## src/rtl/rram_dig_pkg.sv

```systemverilog
// Shared RRAM digital-periphery types: wordline FSM states, default widths, address range check.
// Latency: n/a (types and pure functions only).
// Backpressure: n/a.
package rram_dig_pkg;

    typedef enum logic [2:0] {
        ST_IDLE,
        ST_SETUP,
        ST_PULSE,
        ST_HOLD,
        ST_DONE
    } wl_state_t;

    localparam int DEF_Y         = 5;
    localparam int DEF_ROWS      = 32;
    localparam int DEF_PW_W      = 8;
    localparam int DEF_SETUP_CYC = 2;
    localparam int DEF_HOLD_CYC  = 2;

    // True when the encoded address selects one of the physically present lines.
    function automatic logic addr_in_range(input logic [31:0] addr, input int rows);
        return addr < $unsigned(rows);
    endfunction

endpackage

```

## src/rtl/wl_pulse_decoder_onehot_dec.sv

```systemverilog
// Combinational Y-to-ROWS one-hot decoder with enable; the caller registers the result.
// Latency: 0 cycles (pure combinational).
// Backpressure: none; output follows inputs.
module onehot_dec #(
    parameter int Y    = 5,
    parameter int ROWS = 32
) (
    input  logic            en,
    input  logic [Y-1:0]    addr,
    output logic [ROWS-1:0] dec
);

    // One line per address value; all lines low when disabled or address unmatched.
    always_comb begin
        dec = '0;
        if (en) begin
            for (int i = 0; i < ROWS; i++) begin
                dec[i] = (addr == Y'(i));
            end
        end
    end

endmodule

```

## src/rtl/wl_pulse_decoder.sv

```systemverilog
// Wordline/bitline pulse decoder: drives one decoded line for a programmed length, framed by setup/hold gaps.
// Latency: done at 1+SETUP_CYC+L+HOLD_CYC cycles after accept (1 cycle for an out-of-range address).
// Backpressure: start/busy handshake; start is ignored while busy. Optional feature macro: DECODER_BROADCAST_EN.
module wl_pulse_decoder
    import rram_dig_pkg::*;
#(
    parameter int Y         = DEF_Y,
    parameter int ROWS      = DEF_ROWS,
    parameter int PW_W      = DEF_PW_W,
    parameter int SETUP_CYC = DEF_SETUP_CYC,
    parameter int HOLD_CYC  = DEF_HOLD_CYC
) (
    input  logic            clk,
    input  logic            rst,
    input  logic            start,
    input  logic [Y-1:0]    binary_in,
    input  logic [PW_W-1:0] pulse_len,
    input  logic            abort,
    input  logic            broadcast,
    output logic            busy,
    output logic [ROWS-1:0] decoder_out,
    output logic            done,
    output logic            err
);

    // Setup and hold share one phase counter sized for the longer of the two gaps.
    localparam int PH_MAX = (SETUP_CYC > HOLD_CYC) ? SETUP_CYC : HOLD_CYC;
    localparam int PH_W   = (PH_MAX > 1) ? $clog2(PH_MAX) : 1;
    localparam logic [PH_W-1:0] SETUP_LD = PH_W'(SETUP_CYC - 1);
    localparam logic [PH_W-1:0] HOLD_LD  = PH_W'(HOLD_CYC - 1);

    wl_state_t       state;
    logic [Y-1:0]    addr_q;
    logic [PW_W-1:0] pulse_cnt;
    logic [PH_W-1:0] phase_cnt;
    logic [ROWS-1:0] dec_line;
    logic [ROWS-1:0] line_vec;
    logic            bcast_q;
    logic            addr_bad;
    logic            in_cmd;

`ifdef DECODER_BROADCAST_EN
    // Broadcast intent is captured with the command and held until the next accept.
    always_ff @(posedge clk) begin
        if (rst) begin
            bcast_q <= 1'b0;
        end else if (state == ST_IDLE && start) begin
            bcast_q <= broadcast;
        end
    end

    assign addr_bad = !broadcast && !addr_in_range(32'(binary_in), ROWS);
`else
    logic unused_broadcast;

    assign unused_broadcast = broadcast;
    assign bcast_q          = 1'b0;
    assign addr_bad         = !addr_in_range(32'(binary_in), ROWS);
`endif

    // Decoder is only consulted on the last setup cycle, when the pulse pattern is loaded.
    onehot_dec #(
        .Y    (Y),
        .ROWS (ROWS)
    ) u_dec (
        .en   (state == ST_SETUP),
        .addr (addr_q),
        .dec  (dec_line)
    );

    assign line_vec = bcast_q ? {ROWS{1'b1}} : dec_line;
    assign in_cmd   = (state == ST_SETUP) || (state == ST_PULSE) || (state == ST_HOLD);

    // Command sequencer; every output is a flop so the driver arrays never see a decode glitch.
    always_ff @(posedge clk) begin
        if (rst) begin
            state       <= ST_IDLE;
            decoder_out <= '0;
            busy        <= 1'b0;
            done        <= 1'b0;
            err         <= 1'b0;
            addr_q      <= '0;
            pulse_cnt   <= '0;
            phase_cnt   <= '0;
        end else begin
            done <= 1'b0;
            if (abort && in_cmd) begin
                state       <= ST_DONE;
                decoder_out <= '0;
                err         <= 1'b1;
                done        <= 1'b1;
            end else begin
                case (state)
                    ST_IDLE: begin
                        if (start) begin
                            addr_q    <= binary_in;
                            // Stored as length-1 so a zero request still yields one pulse cycle.
                            pulse_cnt <= (pulse_len == '0) ? '0 : pulse_len - PW_W'(1);
                            phase_cnt <= SETUP_LD;
                            busy      <= 1'b1;
                            if (addr_bad) begin
                                err   <= 1'b1;
                                done  <= 1'b1;
                                state <= ST_DONE;
                            end else begin
                                err   <= 1'b0;
                                state <= ST_SETUP;
                            end
                        end
                    end
                    ST_SETUP: begin
                        if (phase_cnt == '0) begin
                            state       <= ST_PULSE;
                            decoder_out <= line_vec;
                        end else begin
                            phase_cnt <= phase_cnt - PH_W'(1);
                        end
                    end
                    ST_PULSE: begin
                        if (pulse_cnt == '0) begin
                            state       <= ST_HOLD;
                            decoder_out <= '0;
                            phase_cnt   <= HOLD_LD;
                        end else begin
                            pulse_cnt <= pulse_cnt - PW_W'(1);
                        end
                    end
                    ST_HOLD: begin
                        if (phase_cnt == '0) begin
                            state <= ST_DONE;
                            done  <= 1'b1;
                        end else begin
                            phase_cnt <= phase_cnt - PH_W'(1);
                        end
                    end
                    ST_DONE: begin
                        state <= ST_IDLE;
                        busy  <= 1'b0;
                    end
                    default: begin
                        state       <= ST_IDLE;
                        busy        <= 1'b0;
                        decoder_out <= '0;
                    end
                endcase
            end
        end
    end

endmodule

```

## config.mk

```make
export PLATFORM = sky130hd
export DESIGN_NAME = wl_pulse_decoder
export DESIGN_NICKNAME = d
export VERILOG_FILES = /design/src/rtl/rram_dig_pkg.sv /design/src/rtl/wl_pulse_decoder_onehot_dec.sv /design/src/rtl/wl_pulse_decoder.sv
export SDC_FILE = /design/constraint.sdc
export NUM_CORES = 1
export LEC_CHECK = 0
export BUFFER_PORTS_ARGS = -buffer_cell sky130_fd_sc_hd__buf_2
export CAP_MARGIN = 20
export CORE_ASPECT_RATIO = 1.5
export CORE_MARGIN = 2
export CORE_UTILIZATION = 25
export DETAILED_ROUTE_END_ITERATION = 10
export GPL_ROUTABILITY_DRIVEN = 1
export HOLD_SLACK_MARGIN = 0.03
export PLACE_DENSITY_LB_ADDON = 0.15
export SLEW_MARGIN = 15
export SYNTH_ARGS = -nofsm -noshare
export SYNTH_HDL_FRONTEND = slang
export SYNTH_SLANG_ARGS = --single-unit
```

## constraint.sdc

```tcl
create_clock -name clk -period 2.2 [get_ports clk]
set_clock_uncertainty 0.05 [all_clocks]
set_input_delay 0.33 -clock clk [delete_from_list [all_inputs] [get_ports clk]]
set_output_delay 0.33 -clock clk [all_outputs]
set_load 0.005 [all_outputs]
```

== Yosys cells after proc, flatten, opt, wreduce, memory -nomap -nowiden ==
Index checks and enable logic that the tools add are counted.
W data, S select, Z words.
Storage, ports and cells
  logic and storage cells: 106
  output and inout bits: 35
  register bits: 52
  bits of input ports: 18
Cells by class
  $add $sub $neg: 3
  reductions and logical operators: 23
  bitwise logic cells: 3
  equality and inequality tests: 44
  multiplexer cells: 24
Operators with widths (number)
  $pmux W32 S3: 1
  $eq A5 B5 Y1 const B: 16
  $mux W32: 2
  $eq A5 B4 Y1 const B: 8
  $mux W8: 3
  $eq A5 B3 Y1 const B: 4
  $logic_not A8 Y1: 2
  $pmux W8 S2: 1
  $reduce_and A4 Y1: 4
  $sub A8 B1 Y8 const B: 2
  $mux W3: 5
  $pmux W3 S4: 1
  $eq A5 B2 Y1 const B: 2
  $mux W1: 9
  $reduce_and A3 Y1: 3
  $ne A2 B2 Y1 const B: 4
  $eq A3 B2 Y1 const B: 2
  $ne A3 B3 Y1 const B: 2
  $reduce_bool A2 Y1: 3
  $reduce_or A3 Y1: 2
  $eq A5 B1 Y1 const B: 1
  $logic_not A5 Y1: 1
  $reduce_or A2 Y1: 2
  $eq A3 B1 Y1 const B: 1
  13 further kinds: 16

== Depth between registers and ports, before layout ==
Gate-level depths: netlist of run 1.
  depth after elaboration: 6
  gate-level depth with buffers: 8
  mapped depth without buffers: 7

== By module ==
Synthesis of run 1 repeated with hierarchy kept, for this count alone.
Unflattened totals
  cell total of the unflattened synthesis: 341
  area total of the unflattened synthesis: 2586.2 um^2
By module, submodules not included
  wl_pulse_decoder: instances 1, area each 2352.3 um^2, sequential area each 1041.0 um^2, cells an instance 294
  onehot_dec: instances 1, area each 234.0 um^2, sequential area each 0.0 um^2, cells an instance 47

== Least setup slack after synthesis of run 1 ==
OpenSTA, ideal clock, no wires.
  kind: input-to-reg
  start: input port pulse_len[4]
  end: register pulse_cnt[7]
  setup time: 0.132 ns
  data arrival time: 1.788 ns
  cell stages on the path: 5
  required time: 2.018 ns
  buffers on the path: 0
  slack: 0.230 ns
  cell sequence: or4_1 > or4_1 > and3_1 > o31ai_1 > a21oi_1
On the way
  cells in the longest elaborated chain, start to end: 4
  elaborated cells between the ends (all ways): 5
  those cells by class: add/sub (1); mux (3); reduce/logical (1)
RTL lines
  from (decl): line wl_pulse_decoder.sv:17  | input logic [PW_W-1:0] pulse_len,
  $sub A8 B1 Y8 / $logic_not A8 Y1 (equally long branches): line wl_pulse_decoder.sv:98  | pulse_cnt <= (pulse_len == '0) ? '0 : pulse_len - PW_W'(1);
  $mux W8 *: line wl_pulse_decoder.sv:98
  $mux W8 *: line wl_pulse_decoder.sv:95  | if (start) begin
  $pmux W8 S2 *: line wl_pulse_decoder.sv:93  | case (state)
  to (signal assigned): line wl_pulse_decoder.sv:98
  to (signal assigned): line wl_pulse_decoder.sv:125  | pulse_cnt <= pulse_cnt - PW_W'(1);
  to (decl): line wl_pulse_decoder.sv:34  | logic [PW_W-1:0] pulse_cnt;
Mark *: on every way between the ends. The rest lies on a longest branch, timed or not. The select of a mux whose other input is x is not followed.
A chain may end at the register's enable or synchronous reset.

== Final worst setup path of run 1 ==
  start: register state[0]
  end: register pulse_cnt[0]
On the way
  cells in the longest elaborated chain, start to end: 6
  elaborated cells between the ends (all ways): 13
  those cells by class: eq/ne (5); mux (1); bitwise (1); reduce/logical (6)
RTL lines
  from (decl): line wl_pulse_decoder.sv:32  | wl_state_t state;
  from (signal assigned): line wl_pulse_decoder.sv:77  | state <= ST_IDLE;
  from (signal assigned): line wl_pulse_decoder.sv:88  | state <= ST_DONE;
  from (signal assigned): line wl_pulse_decoder.sv:104  | state <= ST_DONE;
  $eq A3 B1 Y1 / $eq A3 B2 Y1 (equally long branches): line wl_pulse_decoder.sv:72, wl_pulse_decoder.sv:93
  $logic_or A1 B1 Y1 (2 in series): line wl_pulse_decoder.sv:72  | assign in_cmd = (state == ST_SETUP) || (state == ST_PULSE) || (state == ST_HOLD);
  $logic_and A1 B1 Y1: line wl_pulse_decoder.sv:87  | if (abort && in_cmd) begin
  $not A1 Y1 (no line)
  $reduce_and A4 Y1 (no line)
Several ways; a longest one is shown, not always the timed one.

==> flow_summary.ini, run 1 <==
[final_layout]
final_nets = 388
antenna_cells = 0
drive_gt1_share_pct = 23.7
area_growth_pct = 25.5
instances_no_fill = 482

[place]
dp_cells = 474
place_congestion = 0.780
dp_hpwl_mm = 4.94
io_buffers = 51

[grt]
grt_max_degree = 35
grt.total_usage_pct = 12.5
grt_pass1_wl_mm = 10.8
grt_pass1_vias = 2207
antenna_found_initial = 0
grt-ovfl-total = 0

[routing]
vias = 2291
via_per_inst = 4.75
dr.pass1.iters = 4
drc = 0
detail-route-antenna-nets = 0
wl_per_cell_um = 13.5
routed_wl_mm = 6.51
drtIter0Drc = 85

[yosys]
ys_warn_count = 0
yosysMostFrequentCell = dfxtp_1
seq_area_frac_synth_pct = 42.2
synth_top_area_cell = dfxtp_1
synth-adder-area-share_pct = 2.03
yosys.area_share.xor_xnor_pct = 1.78
async_flop_share_pct = 0
ys_seq_elements = 52
syn-instance-count = 306
syn-num-nets = 328
yosys-top-cells-count = 52 x dfxtp_1, 48 x nand2_1, 41 x a21oi_1, 25 x or3_1, 23 x nor2_1
synth_compound_area_share_pct = 16.9
synth_edf_count = 0
synthMuxAreaShare_pct = 2.89
synth_ff_type = dfxtp_1
synth_area_leaders = dfxtp_1 42%, a21oi_1 8.3%, nand2_1 7.3%
synth.avg_cell_area_um2 = 8.06
syn_area_um2 = 2470
synth_simple_gate_area_share_pct = 29.2
ys_types = 43
synth_top_family_by_area = simple AND/OR/NAND/NOR gates
synth.top_cell.area_share_pct = 42.2

[critical_path]
worst_setup_path_end_kind = flip-flop
crit_family = simple AND/OR/NAND/NOR gates
arrival_ns = 2.21
worst_path_max_delay_cell = or3b_2
cp_slowest_stage_delay_ns = 0.50
critical_path_buf_inv_count = 0
critPathKind = flip-flop to flip-flop
crit_fanout = 8
cp-start-kind = flip-flop
required_ns = 2.37
worstPathCellList = or3b_2 -> a31oi_1 -> a21oi_1 -> or3_1 -> a31oi_1
crit_top_cell = a31oi_1

[die]
die_w_um = 85.1
start_util_pct = 25.6
rows = 44
dieArea_um2 = 10700
fp.dieH_um = 126
coreArea_um2 = 9630
ioPinCount = 53

[pwr]
power.density_nw_per_um2 = 923
p_leak_uw = 0.00123
ir_drop_uv = 490

[timing]
holdWs_ns = 0.237
fin_crit_sh_pct = 92.6
slew_viol_final = 0
rsz0062_at_grt = no
tns_ns = 0
setup_viol = 0
max_freq_mhz = 491
hold_violations = 0
max_slew.worst_pin.slew_ns = 0.508
slew_headroom_pct = 65.3
min_period_ns = 2.04

[clock_network]
cts-hold-fix-buffers = 0
htree_num_levels = 2
post_cts_resized = 0
clockBufferDepth = 2
cts_buffers = 5
cts_tree = yes
clkTransAtPathRegs_ns = 0.06
cts_root_buffer = clkbuf_16
cts_sinks = 52
postCtsSetupBuffers = 0
clk_latency_ns = 0.29

[outcome]
status = finished, final reports clean

[min_path]
hold_class = primary input to flip-flop

[run]
drv_cap = 0
stage by stage:
step           total power, µW  instance area, µm²  util, %  setup slack, ns
2_1_floorplan             1750                2470        -            0.230
5_1_grt                   3050                3100     32.1           0.0253
4_1_cts                   2910                3100     32.1            0.155
3_5_place_dp              2100                2950     30.6           0.0573
3_3_place_gp              2100                2950     30.6           0.0618
6_report                  2860                3100     32.1            0.162
metal layers:
layer  wire, µm  GRT usage, %  vias to the layer above
met3        245          2.23                        5
met1       2690          13.9                     1047
met5          0             0                        -
met2       3480          23.5                       44
met4         94          3.92                        0
li1           -             -                     1195
path summary, 6_finish.rpt:
| path | from | to | slack, ns | cells past startpoint |
|---|---|---|---|---|
| min | binary_in[3] | addr_q[3] | 0.24 | 3 |
| max | state[0] | pulse_cnt[0] | 0.16 | 5 |
| max reg2reg | state[0] | pulse_cnt[0] | 0.16 | 5 |
| min reg2reg | decoder_out[21] | decoder_out[21] | 0.40 | 2 |
cells in the final DEF, fill, tap and decap left out, types with 4 or more instances in the layout:
cell type and n:
ha_1 4, dfxtp_1 52, xnor2_1 4, o21ai_0 12, nand2b_1 5, nor2_1 23, buf_4 20, nand2_1 48
or3_1 25, inv_1 10, nor3_1 5, buf_2 51, clkbuf_16 5, a21oi_1 41, or4_1 10, mux2i_1 6
where the power goes:
group | total [µW] | internal, µW | switching [µW]
clock network | 788 | 454 | 333
registers | 1110 | 1020 | 88.4
logic | 958 | 405 | 553
logic make-up (layout without fill, tap and decap cells):
group	count (synthesis)	count (layout)
buf+inv	29	90
fa+ha+maj	4	4
compound gates	72	72
simple gates	137	137
xor+xnor	5	5
mux	7	7
flops	52	52
flip-flops by register name (all words and copies together) (netlist names):
signal       flops
decoder_out     32
err              1
addr_q           5
pulse_cnt        8
phase_cnt        1
done             1
busy             1
state            3
cell type report:
cell class              count  area (µm²)
clock buffers               8         146
fillers                  1029        6540
inverters                  10        37.5
multi-input cells         225        1300
flip-flops and latches     52        1040
well taps                 115         144
repair buffers             72         425
worst register-to-register path, stage by stage (launching register included):
cell and delay [ns]:
dfxtp_1 0.37, or3b_2 0.50, a31oi_1 0.34, a21oi_1 0.17
or3_1 0.37, a31oi_1 0.17
Note: power is estimated with default switching activity, not from simulation.
==> inputs of run 2 (changes only) <==
clock period = 2.52 ns   (was 2.2 ns; I/O delays follow)
==> run 2 against run 1 <==
Effect of this change: register-to-register slack better by 0.20 ns; worst setup slack better by 0.20 ns; via count is 1.2% lower; sequential power is 11% lower; combinational power is 22% lower; core utilization is 0.51 points lower; clock power is 9.8% higher; non-clock buffer count is 10 lower.
==> flow_summary.ini, run 2 (synthesized netlist as in run 1, its figures left out) <==
[timing]
setup_viol = 0
slew_viol_final = 0
tns_ns = 0
hold_violations = 0
slew_headroom_pct = 64.6
worst_slack_ns = 0.365
fin_crit_sh_pct = 85.5
rsz0062_at_grt = no
min_period_ns = 2.16
max_slew.worst_pin.slew_ns = 0.518
max_freq_mhz = 464

[final_layout]
instances_no_fill = 471
final_cell_mix = 52 x dfxtp_1, 51 x buf_2, 48 x nand2_1, 41 x a21oi_1, 25 x or3_1
final_nets = 378
area_growth_pct = 23.5
antenna_cells = 0
regMostFlops = decoder_out
reg_top3 = decoder_out x32, pulse_cnt x8, addr_q x5
drive_gt1_share_pct = 21.9
final_common_cell = dfxtp_1
largest_reg_flops = 32

[die]
coreArea_um2 = 9630
ioPinCount = 53
die_w_um = 85.1
start_util_pct = 25.6
dieArea_um2 = 10700
rows = 44
fp.dieH_um = 126

[critical_path]
reg2reg_to = pulse_cnt[5]
crit_end = pulse_cnt[5]
crit_fanout = 10
arrival_ns = 2.34
regToRegStartpoint = state[1]
worst_setup_path_end_kind = flip-flop
critPathKind = flip-flop to flip-flop
cp-start-kind = flip-flop
r2r_cells = 6
r2r_slack_ns = 0.36
critPathLaunch = state[1]
required_ns = 2.71

[routing]
vias = 2263
wl_per_cell_um = 13.6
met3_wirelength_um = 251
via_per_inst = 4.80
m1WireLength_mm = 2.77
detail-route-antenna-nets = 0
drc = 0
top_layer = met4
dr.pass1.iters = 4
drtIter0Drc = 78
wl_met2_mm = 3.20
routed_wl_mm = 6.40

[grt]
grt-ovfl-total = 0
antenna_found_initial = 0
grt_pass1_vias = 2084
grt_pass1_wl_mm = 10.3
grt_max_degree = 35
grt.total_usage_pct = 12.1

[place]
place_congestion = 0.772
dp_cells = 464
preCtsSetupSlack_ns = 0.282
io_buffers = 51
dp_hpwl_mm = 4.72

[clock_network]
cts_root_buffer = clkbuf_16
cts-hold-fix-buffers = 0
clk_latency_ns = 0.29
cts_sinks = 52
post_cts_resized = 0
postCtsSetupBuffers = 0
htree_num_levels = 2
cts_buffers = 5
clkTransAtPathRegs_ns = 0.07
clockBufferDepth = 2
cts_tree = yes

[pwr]
switching_power_uw = 847
p_leak_uw = 0.00119
ir_drop_uv = 346
pwr-share-clk_pct = 33.3
switching_share_pct = 32.6
pwr-share-comb_pct = 28.8
seq_power_share_pct = 37.9
cellInternalPower_uw = 1750
power.density_nw_per_um2 = 853

[min_path]
min_from = binary_in[3]
hold_class = primary input to flip-flop

[run]
drv_cap = 0

[outcome]
status = finished, final reports clean
-- run 2: cell types whose count changed in the layout (fill, tap and decap cells not counted), sizes merged --
cell    previous run  this run
clkbuf             8         5
buf               72        62
bufinv             0         2
-- run 2: worst min path at each step --
stage                      endpoint  slack (ns)  cells past startpoint
global route              addr_q[3]        0.28                      3
detailed placement  decoder_out[25]        0.39                      2
global placement    decoder_out[23]        0.39                      2
CTS                       addr_q[3]        0.27                      3
finish                    addr_q[3]        0.27                      3
floorplan           decoder_out[10]        0.40                      2
-- run 2: metal layers --
metal	vias up	GRT usage (%)
met3	10	2.16
met1	1029	14.1
met2	51	20.9
met4	0	5.98
li1	1173	-
met5	-	0
-- run 2: power by group through the flow --
| stage | registers, µW | clock network (µW) | logic [µW] |
|---|---|---|---|
| floorplan | 968 | 0 | 564 |
| global placement | 1000 | 0 | 764 |
| detailed placement | 1000 | 0 | 760 |
| CTS | 984 | 893 | 761 |
| global route | 998 | 919 | 836 |
| finish | 984 | 865 | 749 |
-- run 2: final cells by class --
| class | instances | area (µm²) |
|---|---|---|
| multi-input combinational | 225 | 1300 |
| tap | 115 | 144 |
| clock buffer | 5 | 125 |
| timing repair buffer | 62 | 338 |
| fill | 1039 | 6590 |
| inverter | 10 | 37.5 |
| sequential | 52 | 1040 |
| clock inverter | 2 | 60.1 |
-- run 2: worst max-delay path, cell delays in order (launching register included) --
cell and delay (ns):
dfxtp_1 0.49, or3b_2 0.49, a31oi_1 0.32, a21oi_1 0.17, buf_4 0.20, a211oi_2 0.23, a32o_1 0.15
-- run 2: through the flow --
| stage | cell area [µm²] | hold slack, ns | total power (µW) | utilization, % |
|---|---|---|---|---|
| final | 3050 | 0.271 | 2600 | 31.6 |
| after global routing | 3050 | 0.281 | 2750 | 31.6 |
| after CTS | 3050 | 0.265 | 2640 | 31.6 |
| after detailed placement | 2860 | 0.392 | 1760 | 29.7 |
| after global placement | 2860 | 0.389 | 1770 | 29.7 |
| after floorplan | 2470 | 0.398 | 1530 | - |
==> inputs of run 3 (changes only) <==
PLACE_DENSITY_LB_ADDON = 0.08   (was 0.15)
==> run 3 against run 2 <==
Effect of this change: global-route usage increased by 0.95 points; via count about the same; worst setup slack got worse by 0.035 ns; sequential cell count unchanged; core utilization decreased by 0.25 points; largest power group unchanged; wire length increased by 4.5%; worst hold slack about the same.
==> flow_summary.ini, run 3 (synthesized netlist as in run 1, its figures left out) <==
[place]
dp_hpwl_mm = 4.92
io_buffers = 51
post_dp_cell_area_um2 = 2870
place_congestion = 0.735

[timing]
min_period_ns = 2.19
fin_crit_sh_pct = 86.9
max_freq_mhz = 457
tns_ns = 0
max_slew.worst_pin.slew_ns = 0.573
setup_viol = 0
hold_violations = 0
slew_headroom_pct = 60.8
rsz0062_at_grt = no
slew_viol_final = 0

[final_layout]
stdcell_area_um2 = 3020
multi_input_area_um2 = 1300
area_growth_pct = 22.6
final_cell_mix = 52 x dfxtp_1, 51 x buf_2, 48 x nand2_1, 41 x a21oi_1, 25 x or3_1
drive_gt1_share_pct = 22.1
reg_top3 = decoder_out x32, pulse_cnt x8, addr_q x5
antenna_cells = 0
final_common_cell = dfxtp_1
register_area_um2 = 1040
final_nets = 378
n_fill_cell = 1054
largest_reg_flops = 32
regMostFlops = decoder_out

[clock_network]
postCtsSetupBuffers = 0
clkTransAtPathRegs_ns = 0.07
cts_root_buffer = clkbuf_16
clk_latency_ns = 0.29
clockBufferDepth = 2
cts_sinks = 52
cts_buffers = 5
cts-hold-fix-buffers = 0
cts_tree = yes
htree_num_levels = 2
post_cts_resized = 0

[critical_path]
regToRegStartpoint = pulse_cnt[2]
r2r_cells = 6
r2r_slack_ns = 0.33
cp-start-kind = flip-flop
crit_fanout = 26
worst_setup_path_end_kind = flip-flop
required_ns = 2.69
critPathKind = flip-flop to flip-flop
reg2reg_to = decoder_out[17]
arrival_ns = 2.36

[routing]
via_per_inst = 4.80
drtIter0Drc = 65
vias = 2265
dr.pass1.iters = 4
routed_wl_mm = 6.69
drc = 0
detail-route-antenna-nets = 0
wl_per_cell_um = 14.2

[min_path]
min_to = addr_q[3]
min_from = binary_in[3]
min_path_cells = 3
hold_class = primary input to flip-flop

[grt]
grt_pass1_wl_mm = 11.1
grt-ovfl-total = 0
grt_pass1_vias = 2274
grt.total_usage_pct = 13.0
grt_max_degree = 35
antenna_found_initial = 0

[die]
die_w_um = 85.1
fp.dieH_um = 126
rows = 44
coreArea_um2 = 9630
dieArea_um2 = 10700
ioPinCount = 53
start_util_pct = 25.6

[outcome]
status = finished, final reports clean

[pwr]
ir_drop_uv = 344
p_leak_uw = 0.00118
power.density_nw_per_um2 = 812

[run]
drv_cap = 0
-- run 3: cell types whose count changed in the layout (fill, tap and decap cells not counted) --
cell       delta
clkbuf_8      +1
buf_4         -1
bufinv_16     -2
clkinv_2      +2
buf_12        +1
-- run 3: area by class of cell --
| cell class | count | share of cell area [%] |
|---|---|---|
| well taps | 115 | 4.76 |
| clock inverters | 2 | 0.331 |
| multi-input cells | 225 | 43.0 |
| flip-flops and latches | 52 | 34.4 |
| repair buffers | 62 | 11.6 |
| clock buffers | 6 | 4.59 |
| inverters | 10 | 1.24 |
-- run 3: worst max path at each step --
stage	startpoint	to	slack, ns	depth (start not counted)
after floorplan	pulse_len[4]	pulse_cnt[7]	0.50	5
after global placement	pulse_len[4]	pulse_cnt[7]	0.30	6
after detailed placement	pulse_len[4]	pulse_cnt[7]	0.29	6
after CTS	pulse_cnt[2]	decoder_out[17]	0.32	6
after global routing	state[1]	pulse_cnt[5]	0.14	6
final	pulse_cnt[2]	decoder_out[17]	0.33	6
-- run 3: critical path, stage by stage, from the launching register on --
cell,delay [ns]
dfxtp_1,0.38
nor4_4,0.40
a311o_2,0.27
nand3_4,0.24
buf_4,0.26
or3_1,0.37
a21oi_1,0.15
-- run 3: power by group --
group | total [µW] | switching, µW | internal (µW)
registers | 991 | 97.9 | 894
logic | 770 | 463 | 308
clock network | 693 | 301 | 392
total | 2460 | 862 | 1590
-- run 3: through the flow --
stage	hold WS, ns	setup slack [ns]	total power [µW]	std cells	utilization (%)
2_1_floorplan	0.398	0.502	1530	306	-
6_report	0.271	0.330	2460	472	31.4
3_5_place_dp	0.392	0.292	1790	464	29.8
5_1_grt	0.289	0.139	2630	472	31.4
3_3_place_gp	0.387	0.300	1790	464	29.8
4_1_cts	0.268	0.320	2500	472	31.4
-- run 3: routing by layer --
| layer | vias up | routed length [µm] | GRT usage (%) |
|---|---|---|---|
| met3 | 12 | 342 | 3.21 |
| met5 | - | 0 | 0 |
| met1 | 1026 | 2820 | 15.0 |
| met2 | 57 | 3320 | 22.2 |
| met4 | 0 | 208 | 6.35 |
| li1 | 1170 | - | - |
